[src/rtl/riscv_ctrl_pkg.sv]
//------------------------------------------------------------------------------
// riscv_ctrl_pkg : shared encodings for the multicycle RV32I controller
// Revision: 1.0
//------------------------------------------------------------------------------
`default_nettype none

package riscv_ctrl_pkg;

    typedef enum logic [3:0] {
        S_FETCH    = 4'd0,
        S_DECODE   = 4'd1,
        S_MEMADR   = 4'd2,
        S_MEMREAD  = 4'd3,
        S_MEMWB    = 4'd4,
        S_MEMWRITE = 4'd5,
        S_EXECUTER = 4'd6,
        S_ALUWB    = 4'd7,
        S_EXECUTEI = 4'd8,
        S_JAL      = 4'd9,
        S_BRANCH   = 4'd10
    } state_t;

    localparam logic [6:0] OP_LOAD   = 7'b0000011;
    localparam logic [6:0] OP_STORE  = 7'b0100011;
    localparam logic [6:0] OP_RTYPE  = 7'b0110011;
    localparam logic [6:0] OP_ITYPE  = 7'b0010011;
    localparam logic [6:0] OP_JAL    = 7'b1101111;
    localparam logic [6:0] OP_BRANCH = 7'b1100011;

    localparam logic [1:0] ALUOP_ADD   = 2'b00;
    localparam logic [1:0] ALUOP_SUB   = 2'b01;
    localparam logic [1:0] ALUOP_FUNCT = 2'b10;

    localparam logic [2:0] ALUCTL_ADD = 3'b000;
    localparam logic [2:0] ALUCTL_SUB = 3'b001;
    localparam logic [2:0] ALUCTL_AND = 3'b010;
    localparam logic [2:0] ALUCTL_OR  = 3'b011;
    localparam logic [2:0] ALUCTL_SLT = 3'b101;

    localparam logic [1:0] RES_ALUOUT    = 2'b00;
    localparam logic [1:0] RES_DATA      = 2'b01;
    localparam logic [1:0] RES_ALURESULT = 2'b10;

    localparam logic [1:0] SRCA_PC    = 2'b00;
    localparam logic [1:0] SRCA_OLDPC = 2'b01;
    localparam logic [1:0] SRCA_RD1   = 2'b10;

    localparam logic [1:0] SRCB_RD2   = 2'b00;
    localparam logic [1:0] SRCB_IMM   = 2'b01;
    localparam logic [1:0] SRCB_FOUR  = 2'b10;

    localparam logic [1:0] IMM_I = 2'b00;
    localparam logic [1:0] IMM_S = 2'b01;
    localparam logic [1:0] IMM_B = 2'b10;
    localparam logic [1:0] IMM_J = 2'b11;

endpackage

`default_nettype wire

[src/rtl/alu_decoder.sv]
//------------------------------------------------------------------------------
// alu_decoder : maps ALUOp and instruction function fields to ALUControl
// Revision: 1.0
//------------------------------------------------------------------------------
`default_nettype none

module alu_decoder
    import riscv_ctrl_pkg::*;
(
    input  logic [1:0] i_alu_op,
    input  logic [2:0] i_funct3,
    input  logic       i_op5,
    input  logic       i_funct7b5,
    output logic [2:0] o_alu_control
);

    always_comb begin
        o_alu_control = ALUCTL_ADD;
        case (i_alu_op)
            ALUOP_SUB:   o_alu_control = ALUCTL_SUB;
            ALUOP_FUNCT: begin
                case (i_funct3)
                    // Only R-type (op[5]=1) can encode sub; addi ignores funct7
                    3'b000:  o_alu_control = (i_op5 && i_funct7b5) ? ALUCTL_SUB : ALUCTL_ADD;
                    3'b010:  o_alu_control = ALUCTL_SLT;
                    3'b110:  o_alu_control = ALUCTL_OR;
                    3'b111:  o_alu_control = ALUCTL_AND;
                    default: o_alu_control = ALUCTL_ADD;
                endcase
            end
            default:     o_alu_control = ALUCTL_ADD;
        endcase
    end

endmodule

`default_nettype wire

[src/rtl/multicycle_control.sv]
//------------------------------------------------------------------------------
// multicycle_control : Moore sequencing FSM for the multicycle RV32I datapath
// Revision: 1.0
//------------------------------------------------------------------------------
`default_nettype none

module multicycle_control
    import riscv_ctrl_pkg::*;
(
    input  logic       clk,
    input  logic       reset,
    input  logic [6:0] op,
    input  logic [2:0] funct3,
    input  logic       funct7b5,
    input  logic       Zero,
    output logic       PCWrite,
    output logic       AdrSrc,
    output logic       MemWrite,
    output logic       IRWrite,
    output logic       RegWrite,
    output logic [1:0] ResultSrc,
    output logic [1:0] ALUSrcA,
    output logic [1:0] ALUSrcB,
    output logic [1:0] ImmSrc,
    output logic [2:0] ALUControl,
    output logic       instr_done,
    output logic       illegal,
    output logic [3:0] state
);

    state_t     r_state;
    state_t     w_next;
    logic       w_mem_write;
    logic       w_ir_write;
    logic       w_reg_write;
    logic       w_pc_update;
    logic       w_branch;
    logic       w_done;
    logic       w_illegal;
    logic [1:0] w_alu_op;

    always_ff @(posedge clk or negedge reset) begin
        if (!reset) r_state <= S_FETCH;
        else        r_state <= w_next;
    end

    always_comb begin
        w_next      = S_FETCH;
        AdrSrc      = 1'b0;
        w_mem_write = 1'b0;
        w_ir_write  = 1'b0;
        w_reg_write = 1'b0;
        w_pc_update = 1'b0;
        w_branch    = 1'b0;
        w_done      = 1'b0;
        w_illegal   = 1'b0;
        ResultSrc   = RES_ALUOUT;
        ALUSrcA     = SRCA_PC;
        ALUSrcB     = SRCB_RD2;
        w_alu_op    = ALUOP_ADD;
        case (r_state)
            S_FETCH: begin
                w_ir_write  = 1'b1;
                w_pc_update = 1'b1;
                ALUSrcB     = SRCB_FOUR;
                ResultSrc   = RES_ALURESULT;
                w_next      = S_DECODE;
            end
            S_DECODE: begin
                ALUSrcA = SRCA_OLDPC;
                ALUSrcB = SRCB_IMM;
                case (op)
                    OP_LOAD, OP_STORE: w_next = S_MEMADR;
                    OP_RTYPE:          w_next = S_EXECUTER;
                    OP_ITYPE:          w_next = S_EXECUTEI;
                    OP_JAL:            w_next = S_JAL;
                    OP_BRANCH:         w_next = S_BRANCH;
                    default: begin
                        w_next    = S_FETCH;
                        w_illegal = 1'b1;
                        w_done    = 1'b1;
                    end
                endcase
            end
            S_MEMADR: begin
                ALUSrcA = SRCA_RD1;
                ALUSrcB = SRCB_IMM;
                w_next  = op[5] ? S_MEMWRITE : S_MEMREAD;
            end
            S_MEMREAD: begin
                AdrSrc = 1'b1;
                w_next = S_MEMWB;
            end
            S_MEMWB: begin
                ResultSrc   = RES_DATA;
                w_reg_write = 1'b1;
                w_done      = 1'b1;
            end
            S_MEMWRITE: begin
                AdrSrc      = 1'b1;
                w_mem_write = 1'b1;
                w_done      = 1'b1;
            end
            S_EXECUTER: begin
                ALUSrcA  = SRCA_RD1;
                w_alu_op = ALUOP_FUNCT;
                w_next   = S_ALUWB;
            end
            S_EXECUTEI: begin
                ALUSrcA  = SRCA_RD1;
                ALUSrcB  = SRCB_IMM;
                w_alu_op = ALUOP_FUNCT;
                w_next   = S_ALUWB;
            end
            S_ALUWB: begin
                w_reg_write = 1'b1;
                w_done      = 1'b1;
            end
            S_JAL: begin
                ALUSrcA     = SRCA_OLDPC;
                ALUSrcB     = SRCB_FOUR;
                w_pc_update = 1'b1;
                w_next      = S_ALUWB;
            end
            S_BRANCH: begin
                ALUSrcA  = SRCA_RD1;
                w_alu_op = ALUOP_SUB;
                w_branch = 1'b1;
                w_done   = 1'b1;
            end
            default: w_next = S_FETCH;
        endcase
    end

    always_comb begin
        case (op)
            OP_STORE:  ImmSrc = IMM_S;
            OP_BRANCH: ImmSrc = IMM_B;
            OP_JAL:    ImmSrc = IMM_J;
            default:   ImmSrc = IMM_I;
        endcase
    end

    alu_decoder u_alu_decoder (
        .i_alu_op      (w_alu_op),
        .i_funct3      (funct3),
        .i_op5         (op[5]),
        .i_funct7b5    (funct7b5),
        .o_alu_control (ALUControl)
    );

    // Enables are gated by reset directly so an abort never leaves a write pending
    assign PCWrite    = reset & (w_pc_update | (w_branch & (Zero ^ funct3[0])));
    assign MemWrite   = reset & w_mem_write;
    assign IRWrite    = reset & w_ir_write;
    assign RegWrite   = reset & w_reg_write;
    assign instr_done = reset & w_done;
    assign illegal    = reset & w_illegal;
    assign state      = r_state;

endmodule

`default_nettype wire

[config.mk]
export PLATFORM = sky130hd
export DESIGN_NAME = multicycle_control
export DESIGN_NICKNAME = d
export VERILOG_FILES = /design/src/rtl/riscv_ctrl_pkg.sv /design/src/rtl/alu_decoder.sv /design/src/rtl/multicycle_control.sv
export SDC_FILE = /design/constraint.sdc
export NUM_CORES = 1
export LEC_CHECK = 0
export ABC_CLOCK_PERIOD_IN_PS = 3610
export CELL_PAD_IN_SITES_DETAIL_PLACEMENT = 1
export CELL_PAD_IN_SITES_GLOBAL_PLACEMENT = 2
export CORE_UTILIZATION = 21
export CTS_CLUSTER_DIAMETER = 40
export DETAILED_ROUTE_END_ITERATION = 8
export GPL_ROUTABILITY_DRIVEN = 0
export HOLD_SLACK_MARGIN = 0.05
export PLACE_DENSITY_LB_ADDON = 0.05
export SYNTH_ARGS = -nofsm -noshare
export SYNTH_HDL_FRONTEND = slang
export SYNTH_HIERARCHICAL = 1
export SYNTH_SLANG_ARGS = --single-unit
[constraint.sdc]
create_clock -name clk -period 3.61 [get_ports clk]
set_clock_uncertainty 0.05 [all_clocks]
set_input_delay 0.361 -clock clk [delete_from_list [all_inputs] [get_ports clk]]
set_output_delay 0.361 -clock clk [all_outputs]
set_load 0.01 [all_outputs]
== Word level (Yosys, flattened, before mapping) ==
Cells that the tools add are included.
Operators by class
  eq/ne operators: 21
  muxes and demuxes: 20
  bitwise operators: 9
  reductions and logical operators: 14
Operators with widths (number)
  case mux 4 bit (5 select lines): 2
  equality test 4 x 3 -> 1 bit, second input constant: 4
  case mux 2 bit (2 select lines): 4
  equality test 7 x 6 -> 1 bit, second input constant: 2
  equality test 7 bit, second input constant: 2
  equality test 4 bit, second input constant: 3
  case mux 3 bit (4 select lines): 1
  OR reduction 2 bit: 6
  2-to-1 mux 1 bit: 9
  equality test 4 x 2 -> 1 bit, second input constant: 2
  OR reduction 4 bit: 2
  bitwise AND 1 bit: 7
  equality test 7 x 2 -> 1 bit, second input constant: 1
  equality test 7 x 5 -> 1 bit, second input constant: 1
  equality test 3 bit, second input constant: 2
  case mux 2 bit (3 select lines): 1
  case mux 3 bit (2 select lines): 1
  OR reduction 3 bit: 2
  OR reduction 6 bit: 1
  equality test 4 x 1 -> 1 bit, second input constant: 1
  logical NOT 4 bit: 1
  equality test 3 x 2 -> 1 bit, second input constant: 1
  logical NOT 3 bit: 1
  2-to-1 mux 3 bit: 1
  6 further kinds: 6
Storage, ports and cells
  register bits after elaboration: 4
  bits of input ports: 14
  output and inout bits: 22
  word-level logic and storage cells: 65

== Longest topological paths before layout ==
Gate-level depths: netlist (run 1).
  word-level depth: 5
  gate-level depth with buffers: 8
  mapped depth without buffers: 7

== Cells and area by module ==
The synthesis (run 1) kept the hierarchy.
By module, submodules not included
  multicycle_control: instances 1, cells each 69, area each 535.5 µm², sequential area each 100.1 µm²
  alu_decoder: instances 1, cells each 11, area each 96.3 µm², sequential area each 0.0 µm²

== Least setup slack after synthesis (run 1) ==
No wires, ideal clock.
  kind: register to output
  start point: register r_state[3] (netlist: state[3])
  end point: output ALUControl[2]
  arrival time: 1809 ps
  required time: 3199 ps
  setup slack: 1390 ps
  cell stages (with the launch flop): 7
  path buffers: 1
  cells stage by stage: dfrtp_1 > buf_2 > nor2b_1 > nand2_1 > a21oi_1 > ha_1 > nor4b_1
Between the ends
  cells in the longest elaborated chain, start to end: 5
  elaborated cells on any way between the ends: 8
  those cells by class: eq/ne (5); mux (2); reduce/logical (1)
Ends and longest elaborated chain
  from (decl): line multicycle_control.sv:31  | state_t r_state;
  from (signal assigned): line multicycle_control.sv:44  | else r_state <= w_next;
  equality test 4 bit or equality test 4 x 3 -> 1 bit (tied branches): line multicycle_control.sv:61  | case (r_state)
  OR reduction 2 bit (no source line)
  case mux 2 bit (2 select lines) *: line multicycle_control.sv:61
  named net w_alu_op[1]: line multicycle_control.sv:40  | logic [1:0] w_alu_op;
  equality test 2 bit or equality test 2 x 1 -> 1 bit (tied branches): line alu_decoder.sv:19  | case (i_alu_op)
  case mux 3 bit (2 select lines) *: line alu_decoder.sv:19
  to (decl): line multicycle_control.sv:25  | output logic [2:0] ALUControl,
Mark *: on every way through the listed nets, which the timed path passes. The rest lies on a longest branch.

== Worst setup path after layout (run 1) ==
  start point: register r_state[2] (netlist: state[2])
  end point: output ALUControl[2]
The elaborated chain is that of the path after synthesis.

==> results of run 1 <==
final cells by class:
cell class | count | area, sq um
Fill cell | 342 | 1780
Multi-Input combinational cell | 66 | 490
Timing Repair Buffer | 35 | 350
Sequential cell | 4 | 100
Tap cell | 31 | 38.8
Clock buffer | 3 | 22.5
Inverter | 6 | 22.5
through the flow:
stage          setup WS [ns]  util, %  cell area, sq um
5_1_grt                0.258     36.5              1020
4_1_cts                0.437     36.5              1020
3_3_place_gp           0.796     35.7              1000
6_report               0.446     36.5              1020
3_5_place_dp           0.733     35.7              1000
2_1_floorplan           1.39        -               632
power breakdown:
group	total (W)	switching [W]	internal, W
logic	0.000269	0.000109	0.000160
registers	0.0000901	0.0000373	0.0000527
clock network	0.0000593	0.0000219	0.0000374
layout by cell type, fill, tap and decap left out, types with 2 or more instances in the layout:
cell and n:
a21oi_1 3, and2_1 2, clkbuf_4 3, clkdlybuf4s50_1 35
dfrtp_1 4, ha_1 2, inv_1 6, nand2_1 6
nand2b_1 3, nand2b_4 2, nand3b_1 2, nor2_1 9
nor3_1 3, o211ai_1 2, o21a_1 2, o21ai_0 2
or3_1 2, xor2_1 3
how the worst max path moves through the flow:
stage,endpoint,depth (start not counted),from,slack (ns)
floorplan,ALUControl[2],6,state[3],1.39
global placement,ALUControl[2],6,state[2],0.80
detailed placement,ALUControl[2],6,state[2],0.73
CTS,ALUControl[2],6,state[2],0.44
global route,ALUControl[2],6,state[2],0.26
finish,ALUControl[2],6,state[2],0.45
cell families (layout without fill, tap and decap cells):
group	Yosys count	in the layout	share of synthesized area (%)
xor gates and xnor gates	3	3	4.16
buffers and inverters	10	44	6.53
adders and majority gates	3	3	5.54
DFF	4	4	15.8
muxes	1	1	1.78
and+or+nand+nor	41	41	43.0
AOI/OAI and AO/OA	18	18	23.2
routing by layer:
metal / vias to the layer above / part of all wire, %
met3: 2 / 5.3
met1: 341 / 48
met5: - / 0
met2: 20 / 47
li1: 363 / -
met4: 0 / 0.50
==> metrics.txt, run 1 <==
Mapped Avg Cell Area 7.90 sq um; I/O pin cnt 36; Clock Latency Late Sink 0.25 ns; Distinct cells, synth 41; GRT busiest layer met2; VDD IR max 0.208 mV; met3 Use GR 2.53%; top cell type's share of synthesized area 15.8%; DR DRC count 8; fin cells approximately 150; Total GRT Usage 12.8%; clk sinks 4; DRT iter0 DRCs 11; slowest cell on the critical path dfrtp_1; largest net degree at the start of global routing 19; crit-path max cell delay 0.67 ns; total power about 0.00042 W; Cell Rows 19; CP cell instances nor2b_1 -> nand2_1 -> a21oi_1 -> ha_1 -> nor4b_1 -> clkdlybuf4s50_1; reg2reg start state[1]; Post-DP HPWL 1.51 mm; Post-synth top cells 9 x nor2_1, 6 x inv_1, 6 x nand2_1; initial core utilization 22.5%; CP bufs+invs 1; FMAX 316 MHz; Resized cells post-CTS 0; nets approximately 130; CP startpoint kind register; hold slack 0.360 ns; RSZ-0062 raised after global routing false; Final Setup Violations 0; family with the most delay on the worst path simple AND/OR/NAND/NOR gates; cell taking the most area after synthesis dfrtp_1; FF-to-FF End state[1]; Max Fanout on Critical Path 16; synthesized area 632 sq um; grt ovf 0; CTS Buf Count 3; drt pass-1 iters 5; Clock Tree Buf Depth 2; met2 Usage GRT 21.8%; clk root buf clkbuf_4; syn_nets 96; Final Hold Viols 0; leakage approximately 0.38 nW; Slew Viols, Final 0; Crit Path Category register to output port; I/O Buffers 35; reg-to-reg slack, setup 2.03 ns; post-route ant nets 0; die width 56.9 microns; max reg flops 4; final WL 2.00 mm; Worst-path clk slew 0.04 ns; ys async rst share 100%; hold buffers post-CTS 0; PD cells 408 mW/mm^2; Post-Route Setup TNS 0 ns; Rel. slew slack 61.9%; Synth Flop Type dfrtp_1; Vias/cell ~5; first-pass GRT wire length 3.22 mm; ANT cells 0; CTS tree built; Die ar. 0.00323 sq mm; top cells by area, synth dfrtp_1 16%, nor2_1 5.3%, nand2b_4 4.4%; M1 GR Usage 16.1%; H-tree Lvls 1; initial antenna violation count 0; failing checks DRC; routed len/inst 13.8 microns; number of enable flip-flop cells after synthesis 0; Final period util 87.6%; Least-Margin Pin Slew about 0.57 ns; crit path capture type output port; Max-Cap Viols 0; Ys Warns 6; Seq cells post-synth 4; Worst EP required 3.20 ns; R2R depth 3; crit path time final 3.16 ns; Seq/Total Area, Yosys 15.8%; layout cell share with drive strength beyond 1 10.5%; Mapped Cells 80; vias in the first global route 710; Hold Crit Class primary input to asynchronous set/reset pin; count leader, synth nor2_1; die height around 57 microns; cell count after placement 142; Core ar. 0.00281 sq mm; Layout area overhead 62.2%; via count ~730; post-CTS setup buffer count 0; Worst EP arrival between 2 and 3 ns; status finished with violations
No activity file was read; power rests on OpenSTA's default activity.
==> run 2: changes to the inputs <==
--- a/config.mk
+++ b/config.mk
@@ -9,11 +9,11 @@
 export CELL_PAD_IN_SITES_DETAIL_PLACEMENT = 1
 export CELL_PAD_IN_SITES_GLOBAL_PLACEMENT = 2
 export CORE_UTILIZATION = 21
-export CTS_CLUSTER_DIAMETER = 40
 export DETAILED_ROUTE_END_ITERATION = 8
 export GPL_ROUTABILITY_DRIVEN = 0
 export HOLD_SLACK_MARGIN = 0.05
 export PLACE_DENSITY_LB_ADDON = 0.05
+export SLEW_MARGIN = 0
 export SYNTH_ARGS = -nofsm -noshare
 export SYNTH_HDL_FRONTEND = slang
 export SYNTH_HIERARCHICAL = 1
==> results of run 2 <==
Final layout, timing and power as in run 1 (identical DEF).
